File: src/rtl/irq_ctrl_vec.sv
// irq_ctrl_vec: vectored interrupt controller with edge-latched pending bits, writable mask,
// fixed priority (lowest index wins) and an active-handler stack for nested preemption.
// Ports: clk/res (async active-low reset), irq_src (raw sources), mask_we/mask_wdata (mask write),
// irq_ack/irq_ack_id (core accept), irq_ret (mret pulse), irq/irq_id/irq_adr (request + vector),
// mask, pending, nest_lvl (active handlers), ack_err (mismatched ack pulse).
// Macro IRQ_NEST_EN: defined enables nesting up to NEST_DEPTH; undefined uses a single active flag.
module irq_ctrl_vec #(
  parameter int NUM_IRQ = 32,
  parameter int ID_W = 5,
  parameter logic [31:0] VEC_BASE = 32'h1C00_8000,
  parameter int NEST_DEPTH = 4,
  localparam int LW = $clog2(NEST_DEPTH + 1)
) (
  input  logic               clk,
  input  logic               res,
  input  logic [NUM_IRQ-1:0] irq_src,
  input  logic               mask_we,
  input  logic [NUM_IRQ-1:0] mask_wdata,
  input  logic               irq_ack,
  input  logic [ID_W-1:0]    irq_ack_id,
  input  logic               irq_ret,
  output logic               irq,
  output logic [ID_W-1:0]    irq_id,
  output logic [31:0]        irq_adr,
  output logic [NUM_IRQ-1:0] mask,
  output logic [NUM_IRQ-1:0] pending,
  output logic [LW-1:0]      nest_lvl,
  output logic               ack_err
);
  typedef enum logic {IDLE, REQ} state_t;
  state_t state, state_n;
  logic [NUM_IRQ-1:0] src_q, rise, elig, id_oh;
  logic [ID_W-1:0] cand, id_n;
  logic cand_v, go, live, ack_ok, pop;
  assign rise = irq_src & ~src_q;
  assign elig = pending & mask;
  assign cand_v = |elig;
  assign id_oh = NUM_IRQ'(1) << irq_id;
  // the latched request stays alive only while its source is both pending and enabled
  assign live = |(elig & id_oh);
  assign ack_ok = irq_ack && state == REQ && irq_ack_id == irq_id;
  assign pop = irq_ret && nest_lvl != '0;
  always_comb begin
    cand = '0;
    for (int k = NUM_IRQ - 1; k >= 0; k--)
      if (elig[k]) cand = ID_W'(k);
  end
`ifdef IRQ_NEST_EN
  logic [ID_W-1:0] stk [NEST_DEPTH];
  logic [ID_W-1:0] top;
  logic [LW-1:0] base;
  // a return and an ack in the same cycle pop first, so the push lands on the freed slot
  assign base = nest_lvl - LW'(pop);
  always_comb begin
    top = '0;
    for (int k = 0; k < NEST_DEPTH; k++)
      if (nest_lvl == LW'(k + 1)) top = stk[k];
  end
  assign go = cand_v && (nest_lvl == '0 || (cand < top && nest_lvl < LW'(NEST_DEPTH)));
  always_ff @(posedge clk or negedge res) begin
    if (!res) begin
      nest_lvl <= '0;
      for (int k = 0; k < NEST_DEPTH; k++) stk[k] <= '0;
    end else begin
      nest_lvl <= base + LW'(ack_ok);
      for (int k = 0; k < NEST_DEPTH; k++)
        if (ack_ok && base == LW'(k)) stk[k] <= irq_id;
    end
  end
`else
  assign go = cand_v && nest_lvl == '0;
  always_ff @(posedge clk or negedge res) begin
    if (!res) nest_lvl <= '0;
    else nest_lvl <= ack_ok ? LW'(1) : pop ? '0 : nest_lvl;
  end
`endif
  always_comb begin
    state_n = state == IDLE ? (go ? REQ : IDLE) : (ack_ok || !live ? IDLE : REQ);
    id_n = state == IDLE && go ? cand : irq_id;
  end
  always_ff @(posedge clk or negedge res) begin
    if (!res) begin
      state <= IDLE;
      src_q <= '0;
      pending <= '0;
      mask <= '0;
      irq <= 1'b0;
      irq_id <= '0;
      irq_adr <= VEC_BASE;
      ack_err <= 1'b0;
    end else begin
      state <= state_n;
      src_q <= irq_src;
      // a fresh edge on the acknowledged source wins over the clear
      pending <= (pending & ~(id_oh & {NUM_IRQ{ack_ok}})) | rise;
      mask <= mask_we ? mask_wdata : mask;
      irq <= state_n == REQ;
      irq_id <= id_n;
      irq_adr <= VEC_BASE + (32'(id_n) << 2);
      ack_err <= irq_ack && !ack_ok;
    end
  end
endmodule

File: config.mk
export PLATFORM = sky130hd
export DESIGN_NAME = irq_ctrl_vec
export DESIGN_NICKNAME = d
export VERILOG_FILES = /design/src/rtl/irq_ctrl_vec.sv
export SDC_FILE = /design/constraint.sdc
export NUM_CORES = 1
export LEC_CHECK = 0
export ABC_AREA = 1
export BUFFER_PORTS_ARGS = -buffer_cell sky130_fd_sc_hd__buf_2
export CORE_MARGIN = 2
export CORE_UTILIZATION = 30
export CTS_CLUSTER_SIZE = 24
export DETAILED_ROUTE_END_ITERATION = 16
export GPL_TIMING_DRIVEN = 0
export MAX_ROUTING_LAYER = met4
export PLACE_DENSITY_LB_ADDON = 0.08
export SLEW_MARGIN = 20
export SYNTH_ARGS = -nofsm -noshare
export SYNTH_HDL_FRONTEND = slang
export SYNTH_SLANG_ARGS = --single-unit
export TNS_END_PERCENT = 30
File: constraint.sdc
create_clock -name clk -period 3.2 [get_ports clk]
set_input_delay 0.32 -clock clk [delete_from_list [all_inputs] [get_ports clk]]
set_output_delay 0.32 -clock clk [all_outputs]
set_load 0.005 [all_outputs]
==> flow_metrics.py, run 1 <==
metrics = {
    "power": {
        "power_switching_share_pct": 32.06,
        "power.switching_uw": 1073,
        "seq_power_share_pct": 44.8,
        "p_leak_uw": 0.002931,
        "p_comb_share_pct": 23.7,
        "internal_power_uw": 2274,
        "vdd_drop_max_mv": 0.2500,
        "power.total_uw": 3347,
        "clkPwrFrac_pct": 31.5,
        "power_density_nw_per_um2": 543.8,
    },
    "routing": {
        "drc_errors": 0,
        "routedWlPerCell_um": 15.52,
        "via_per_inst": 4.468,
        "dr.pass1.iters": 5,
        "drt_iter0_drc": 150,
        "vias": 3999,
        "drtAntennaViolNets": 0,
        "wl_um": 13890,
    },
    "final_layout": {
        "nets": 753,
        "layout_common_cells": "buf_2, dfrtp_1, nand2_1",
        "area_growth_pct": 30.50,
        "drive_above_1_share_pct": 35.23,
        "layout_commonest_cell": "buf_2",
        "n_antenna_cell": 0,
    },
    "setup_path": {
        "arrival_ns": 2.72,
        "regToRegStartpoint": "irq_id[3]$_DFFE_PN0P_",
        "ff2ff_path_depth": 7,
        "r2r_slack_ns": 0.71,
        "cp_data_required_time_ns": 3.43,
        "crit_fanout": 10,
        "cp-start-kind": "register",
        "endpoint_kind": "register",
        "r2r-end": "pending[30]$_DFF_PN0_",
        "critPathKind": "reg2reg",
    },
    "status": {
        "status": "complete, no violations",
    },
    "logic_synthesis": {
        "synth_edf_count": 0,
        "synthAdderAreaFrac_pct": 0,
        "postSynth.topFlopCell": "dfrtp_1",
        "synth_top_family_by_area": "simple AND/OR/NAND/NOR gates",
        "synth.area.mux_share_pct": 7.639,
        "yosysWarnings": 0,
        "syn_inst": 490,
        "ys_ff_latch": 104,
        "yosysUniqueCellTypes": 28,
        "synth_compound_area_share_pct": 11.59,
        "synth-seq-area-share_pct": 55.17,
        "synth-xor-area-share_pct": 0.1857,
        "synthesis.area_um2": 4717,
        "post_synth_and_or_nand_nor_area_fraction_pct": 15.07,
        "synth-async-reset-ratio_pct": 100.0,
        "avgSynthCellArea_um2": 9.627,
    },
    "timing": {
        "worstMarginPinSlew_ns": 0.8163,
        "hold_slack_ns": 0.07984,
        "fmax_ghz": 0.4016,
        "min_period_ns": 2.490,
        "finalSetupViolations": 0,
        "rsz0062_at_grt": "no",
        "period_share_pct": 77.82,
        "timing.slew.headroom_pct": 45.52,
        "final_max_slew_viol_count": 0,
        "setup_ws_ns": 0.7097,
        "setup-tns-final_ns": 0,
        "hold_viol_final": 0,
        "fin_worst_skew_ns": 0.005116,
    },
    "hold_path": {
        "min_delay_path_depth": 1,
        "min_delay_worst_endpoint": "src_q[29]$_DFF_PN0_",
        "min_path_type": "in2reg",
        "hp-start": "irq_src[29]",
    },
    "global_routing": {
        "grt.overflow.total": 0,
        "grt_usage_pct": 17.29,
        "grt_max_degree": 64,
        "antenna_found_initial": 0,
        "grt_pass1_vias": 3906,
        "grt_pass1_wl_um": 21200,
    },
    "floorplan": {
        "die_y_um": 129.4,
        "fp.dieW_um": 129.4,
        "ios": 180,
        "dieArea_um2": 16740,
        "start_util_pct": 30.91,
        "num_rows": 45,
        "core_area_um2": 15260,
    },
    "cts": {
        "clk_latency_ns": 0.35,
        "cts_buffers": 9,
        "cts_sinks": 104,
        "cts_max_level": 3,
        "cts.root.buffer_cell": "clkbuf_16",
        "path_clk_slew_ns": 0.07,
        "cts_resized": 0,
        "cts_buffer_depth": 2,
        "cts_tree": "built",
    },
    "placement": {
        "port-buffer-count": 149,
        "place.gp.congestion": 0.9353,
        "pre_cts_ws_ns": 0.6860,
        "dpl.hpwl_um": 11040,
    },
    "run": {
        "max-cap-violations": 0,
    },
}
-- area by class of cell --
class	count	area, µm²
Clock inverter	5	31.28
Multi-Input combinational cell	319	1735
Inverter	45	168.9
Tap cell	211	264.0
Clock buffer	11	252.7
Timing Repair Buffer	151	789.5
Sequential cell	104	2603
Fill cell	1603	9102
Buffer	49	311.5
-- per-stage QoR --
stage,instances,cell area [µm²],util [%]
final,895,6156,40.34
after global placement,877,5828,38.20
after global routing,895,6156,40.34
after detailed placement,878,5862,38.42
after CTS,895,6156,40.34
after floorplan,517,4818,-
-- critical path, cell delays in order, from the launching register on --
cell       delay (ns)
dfrtp_1          0.39
clkbuf_1         0.29
inv_1            0.15
a211oi_1         0.25
o2111ai_1        0.44
clkbuf_1         0.44
o31ai_1          0.31
o21ai_1          0.10
-- sequential cells by signal, summed over array words and instances (netlist names) --
| signal | count |
|---|---|
| ack_err | 1 |
| src_q | 32 |
| irq_id | 5 |
| pending | 32 |
| nest_lvl | 1 |
| state | 1 |
| mask | 32 |
-- repair_timing --
action                    CTS  global route
hold endpoints to repair   41             0
hold buffers                1             0
buffers inserted            0             0
-- power by group through the flow --
stage	registers, µW	logic (µW)	clock network [µW]
finish	1500	794	1050
global route	1510	885	1150
CTS	1500	800	1090
detailed placement	1530	793	0
global placement	1520	790	0
floorplan	1510	452	0
-- cell usage after synthesis, types with 3 or more instances --
cell type / count / area [µm²]
o21ai_0: 51 / 255.2
o32ai_1: 7 / 61.31
nor3_1: 7 / 35.03
nor4_1: 3 / 18.77
dfrtp_1: 104 / 2603
nand2_1: 92 / 345.3
clkbuf_1: 12 / 45.04
inv_1: 43 / 161.4
buf_1: 3 / 11.26
nor2_1: 26 / 97.59
nand2_2: 4 / 25.02
buf_4: 34 / 255.2
nand3_1: 17 / 85.08
o21ai_1: 9 / 45.04
nand4_1: 10 / 62.56
nand2_4: 3 / 33.78
mux2_2: 32 / 360.4
o22ai_1: 10 / 62.56
o31ai_1: 10 / 75.07
-- routing by layer --
layer | part of all wire [%] | track usage (%) | vias up
met4 | 1.6 | 4.795 | 0
met2 | 46 | 26.63 | 144
li1 | - | - | 1966
met1 | 46 | 22.94 | 1873
met5 | 0 | - | -
met3 | 6.7 | 4.005 | 16
-- worst max path at each step --
stage                                from  slack, ns  depth (start not counted)               endpoint
floorplan           pending[31]$_DFF_PN0_       1.22                         34  irq_id[0]$_DFFE_PN0P_
global placement                      res       0.57                          1    mask[6]$_DFFE_PN0P_
detailed placement  irq_id[3]$_DFFE_PN0P_       0.69                          7  pending[30]$_DFF_PN0_
CTS                 irq_id[3]$_DFFE_PN0P_       0.66                          7  pending[30]$_DFF_PN0_
global route        irq_id[3]$_DFFE_PN0P_       0.31                          7  pending[18]$_DFF_PN0_
finish              irq_id[3]$_DFFE_PN0P_       0.71                          7  pending[30]$_DFF_PN0_
-- logic make-up after synthesis --
logic type                after synthesis
muxes                                  32
AOI/OAI and AO/OA                      94
and+or+nand+nor                       163
xor gates and xnor gates                1
buffers and inverters                  94
other                                   2
DFF                                   104
Note: power is estimated with default switching activity, not from simulation.
==> run 2: changes to the inputs <==
==> constraint.sdc (replaced) <==
create_clock -name clk -period 2.1 [get_ports clk]
set_input_delay 0.21 -clock clk [delete_from_list [all_inputs] [get_ports clk]]
set_output_delay 0.21 -clock clk [all_outputs]
set_load 0.005 [all_outputs]
==> flow_metrics.py, run 2 (synthesis gave the netlist of run 1 again) <==
metrics = {
    "floorplan": {
        "start_util_pct": 30.91,
        "fp.dieW_um": 129.4,
        "core_area_um2": 15260,
        "die_y_um": 129.4,
        "ios": 180,
        "dieArea_um2": 16740,
        "num_rows": 45,
    },
    "timing": {
        "min_period_ns": 2.364,
        "final_max_slew_viol_count": 0,
        "fmax_ghz": 0.4230,
        "fin_worst_skew_ns": 0.004666,
        "period_share_pct": 112.6,
        "setup_ws_ns": -0.2640,
        "worstMarginPinSlew_ns": 0.7259,
        "hold_slack_ns": 0.02976,
        "finalSetupViolations": 2,
        "hold_viol_final": 0,
        "rsz0062_at_grt": "yes",
        "timing.slew.headroom_pct": 51.61,
    },
    "global_routing": {
        "grt_max_degree": 64,
        "grt_pass1_wl_um": 21670,
        "grt_pass1_vias": 4048,
        "grt_usage_pct": 17.59,
        "grt.overflow.total": 0,
        "antenna_found_initial": 0,
    },
    "routing": {
        "met1_length_um": 6450,
        "wl_um": 14150,
        "via_per_inst": 4.478,
        "dr.pass1.iters": 4,
        "routedWlPerCell_um": 15.19,
        "met3WireLength_um": 912,
        "drc_errors": 0,
        "route.met2.wl_um": 6541,
        "vias": 4169,
        "drt_iter0_drc": 167,
        "drtAntennaViolNets": 0,
        "top_layer": "met4",
    },
    "status": {
        "failed_checks": "negative setup slack",
        "status": "complete, but fails checks",
    },
    "setup_path": {
        "cp_common_cell": "nand2_1",
        "slowest_stage": "dfrtp_1",
        "critPathMaxStageDelay_ns": 0.39,
        "endpoint_kind": "register",
        "cp_data_required_time_ns": 2.35,
        "arrival_ns": 2.61,
        "crit_fanout": 3,
        "cp-start-kind": "register",
        "critPathKind": "reg2reg",
    },
    "final_layout": {
        "filler_cell_count": 1564,
        "fin_area_um2": 6540,
        "stdcell_count": 931,
        "n_antenna_cell": 0,
        "drive_above_1_share_pct": 35.56,
        "largest_registers": "mask (32), pending (32), src_q (32)",
        "area_growth_pct": 38.65,
        "layout_commonest_cell": "buf_2",
        "layout_common_cells": "buf_2, dfrtp_1, nand2_1",
        "nets": 789,
    },
    "cts": {
        "clk_latency_ns": 0.35,
        "cts_buffer_depth": 2,
        "cts.root.buffer_cell": "clkbuf_16",
        "cts_buffers": 9,
        "path_clk_slew_ns": 0.07,
        "cts_tree": "built",
        "cts_max_level": 3,
        "cts_sinks": 104,
    },
    "placement": {
        "place_area_um2": 5862,
        "place.gp.congestion": 0.9353,
        "dpl.hpwl_um": 11040,
        "port-buffer-count": 149,
        "numPlacedInstances": 878,
    },
    "power": {
        "power.total_uw": 5178,
        "power_density_nw_per_um2": 791.8,
        "vdd_drop_max_mv": 0.3737,
        "p_leak_uw": 0.003100,
    },
    "hold_path": {
        "min_path_type": "in2reg",
    },
    "run": {
        "max-cap-violations": 0,
    },
}
==> run 2: cell type report <==
cell class | instances | area (µm²) | share of cell area [%]
clock buffer | 11 | 252.7 | 3.865
clock inverter | 5 | 31.28 | 0.4783
timing repair buffer | 188 | 1147 | 17.54
tap | 211 | 264.0 | 4.037
multi-input combinational | 319 | 1758 | 26.88
inverter | 45 | 168.9 | 2.583
buffer | 48 | 315.3 | 4.821
sequential | 104 | 2603 | 39.79
==> run 2: worst paths after layout <==
path / start / end / slack, ns / cells after the start
min: irq_ret / nest_lvl[0]$_DFFE_PN0P_ / 0.03 / 2
min reg2reg: src_q[30]$_DFF_PN0_ / pending[30]$_DFF_PN0_ / 0.41 / 1
max: mask[31]$_DFFE_PN0P_ / irq_id[0]$_DFFE_PN0P_ / -0.26 / 34
max in group asynchronous: res / mask[4]$_DFFE_PN0P_ / 1.12 / 3
min in group asynchronous: res / src_q[29]$_DFF_PN0_ / 0.32 / 2
max reg2reg: mask[31]$_DFFE_PN0P_ / irq_id[0]$_DFFE_PN0P_ / -0.26 / 34
==> run 2: worst max-delay path: cells and delay by family, from the launching register on <==
family	cells	cell delay [ns]
buf+inv	1	0.03
simple gates	33	1.83
flops	1	0.39
==> run 2: timing repair <==
item	4_1_cts	5_1_grt
pin swaps	2	0
hold buffers	33	0
buffers inserted	4	1
resized for setup	6	8
setup endpoints to repair	36	36
endpoints found under the hold margin	73	0
==> run 2: where the power goes <==
group / total (µW) / switching (µW) / internal [µW]
clock: 1610 / 741 / 864
sequential: 2290 / 142 / 2140
combinational: 1290 / 775 / 510
total: 5180 / 1660 / 3520
==> run 2: stage by stage <==
stage	setup TNS, ns	worst slack (ns)	utilization (%)
CTS	-0.3478	-0.2445	42.76
global placement	-50.31	-0.4168	38.20
global route	-4.697	-0.5520	42.86
detailed placement	-8.885	-0.4140	38.42
finish	-0.3617	-0.2640	42.86
floorplan	0	0.1250	-
==> run 2: per-layer routing <==
metal	vias up	GRT usage, %
li1	2043	-
met1	1971	22.99
met2	137	27.40
met3	18	4.088
met4	0	5.051
met5	-	-
==> run 3: changes to the inputs <==
--- a/config.mk
+++ b/config.mk
@@ -9,9 +9,8 @@
 export BUFFER_PORTS_ARGS = -buffer_cell sky130_fd_sc_hd__buf_2
 export CORE_MARGIN = 2
 export CORE_UTILIZATION = 30
-export CTS_CLUSTER_SIZE = 24
+export CTS_CLUSTER_SIZE = 12
 export DETAILED_ROUTE_END_ITERATION = 16
-export GPL_TIMING_DRIVEN = 0
 export MAX_ROUTING_LAYER = met4
 export PLACE_DENSITY_LB_ADDON = 0.08
 export SLEW_MARGIN = 20
==> flow_metrics.py, run 3 (synthesis gave the netlist of run 1 again) <==
metrics = {
    "floorplan": {
        "die_y_um": 129.4,
        "dieArea_um2": 16740,
        "ios": 180,
        "num_rows": 45,
        "fp.dieW_um": 129.4,
        "core_area_um2": 15260,
        "start_util_pct": 30.91,
    },
    "final_layout": {
        "area_growth_pct": 38.46,
        "filler_cell_count": 1546,
        "regArea_um2": 2603,
        "layout_commonest_cell": "buf_2",
        "multi_input_area_um2": 1747,
        "nets": 771,
        "n_antenna_cell": 0,
        "final_core_util_pct": 42.80,
        "layout_common_cells": "buf_2, dfrtp_1, nand2_1",
        "largest_registers": "mask (32), pending (32), src_q (32)",
        "drive_above_1_share_pct": 35.04,
        "stdcell_count": 913,
    },
    "power": {
        "p_comb_share_pct": 23.4,
        "seq_power_share_pct": 40.8,
        "power_switching_share_pct": 29.19,
        "clkPwrFrac_pct": 35.8,
        "power.switching_uw": 1627,
        "vdd_drop_max_mv": 0.4619,
        "internal_power_uw": 3948,
        "power.total_uw": 5575,
        "power_density_nw_per_um2": 853.6,
        "p_leak_uw": 0.003073,
    },
    "routing": {
        "dr.pass1.iters": 4,
        "wl_um": 13670,
        "via_per_inst": 4.471,
        "vias": 4082,
        "drc_errors": 0,
        "routedWlPerCell_um": 14.97,
        "drtAntennaViolNets": 0,
        "drt_iter0_drc": 190,
    },
    "status": {
        "failed_checks": "negative setup slack",
        "status": "complete, but fails checks",
    },
    "setup_path": {
        "arrival_ns": 2.46,
        "crit_start": "pending[31]$_DFF_PN0_",
        "cp_common_cell": "nand2_1",
        "critPathKind": "reg2reg",
        "cp_data_required_time_ns": 2.34,
        "endpoint_kind": "register",
        "crit_fanout": 2,
        "regToRegStartpoint": "pending[31]$_DFF_PN0_",
        "critPathMaxStageDelay_ns": 0.39,
        "slowest_stage": "dfrtp_1",
        "cp-start-kind": "register",
    },
    "timing": {
        "fmax_ghz": 0.4522,
        "setup_ws_ns": -0.1115,
        "worstMarginPinSlew_ns": 0.6684,
        "timing.slew.headroom_pct": 55.10,
        "rsz0062_at_grt": "yes",
        "min_period_ns": 2.211,
        "period_share_pct": 105.3,
        "fin_worst_skew_ns": 0.007401,
        "finalSetupViolations": 1,
        "final_max_slew_viol_count": 0,
        "hold_viol_final": 0,
    },
    "cts": {
        "clk_latency_ns": 0.35,
        "cts_sinks": 104,
        "cts.root.buffer_cell": "clkbuf_16",
        "cts_buffer_depth": 2,
        "cts_tree": "built",
        "cts_max_level": 3,
        "path_clk_slew_ns": 0.07,
        "cts_buffers": 9,
    },
    "global_routing": {
        "grt_max_degree": 105,
        "antenna_found_initial": 0,
        "grt.overflow.total": 0,
        "grt_pass1_vias": 4031,
        "grt_pass1_wl_um": 21690,
        "grt_usage_pct": 17.57,
    },
    "hold_path": {
        "hp-start": "irq_ret",
        "min_path_type": "in2reg",
    },
    "placement": {
        "numPlacedInstances": 861,
        "dpl.hpwl_um": 10610,
        "port-buffer-count": 150,
        "place.gp.congestion": 0.9252,
    },
    "run": {
        "max-cap-violations": 0,
    },
}
## run 3: cell count changes in the layout (fill, tap and decap cells not counted), moves of 3 or more
cell / delta
clkbuf_2: -3
clkinv_2: -3
bufinv_16: +3
buf_12: +3
buf_4: -6
clkbuf_1: -7
buf_1: -3
## run 3: worst max-delay path, delay by kind of cell, from the launching register on
kind	cells	cell delay, ns
buffers and inverters	1	0.03
flip-flops	1	0.39
AND/OR/NAND/NOR	33	1.69
## run 3: path summary, 6_finish.rpt
path                       slack (ns)                       to  depth (start not counted)
max                             -0.11    irq_id[0]$_DFFE_PN0P_                         34
min                              0.07  nest_lvl[0]$_DFFE_PN0P_                          2
max reg2reg                     -0.11    irq_id[0]$_DFFE_PN0P_                         34
min reg2reg                      0.41    pending[29]$_DFF_PN0_                          1
max in group asynchronous        1.19     mask[10]$_DFFE_PN0P_                          3
min in group asynchronous        0.46      src_q[30]$_DFF_PN0_                          3
## run 3: layer usage
layer	vias up	GRT usage (%)	routed length, µm
li1	2001	-	-
met1	1928	22.68	6230
met2	137	27.86	6498
met3	16	4.046	759
met4	0	4.859	184
met5	-	-	0
## run 3: area by class of cell
| class | count | area share [%] |
|---|---|---|
| Tap cell | 211 | 4.042 |
| Inverter | 45 | 2.586 |
| Clock buffer | 12 | 4.080 |
| Multi-Input combinational cell | 319 | 26.74 |
| Sequential cell | 104 | 39.85 |
| Clock inverter | 4 | 1.513 |
| Timing Repair Buffer | 218 | 21.19 |
## run 3: timing repair
action,CTS,global route
gates resized for setup,0,3
buffers inserted,2,1
pin swaps,1,1
hold endpoints to repair,136,0
setup endpoints to repair,1,4
hold buffers,33,0
## run 3: per-stage QoR
stage	setup slack, ns	cell area [µm²]	TNS [ns]	hold slack, ns
after global placement	-0.1039	5808	-0.1039	0.3318
after global routing	-0.5368	6531	-0.7900	0.06178
after CTS	-0.1341	6519	-0.1341	0.06050
after detailed placement	-0.1212	5808	-0.1212	0.3326
final	-0.1115	6531	-0.1115	0.07172
after floorplan	0.1250	4818	0	-0.08559
## run 3: power groups by stage
stage | clock (µW) | sequential, µW | combinational (µW)
finish | 2000 | 2270 | 1300
global route | 2140 | 2300 | 1470
CTS | 2060 | 2280 | 1320
detailed placement | 0 | 2310 | 1260
global placement | 0 | 2310 | 1270
floorplan | 0 | 2300 | 689
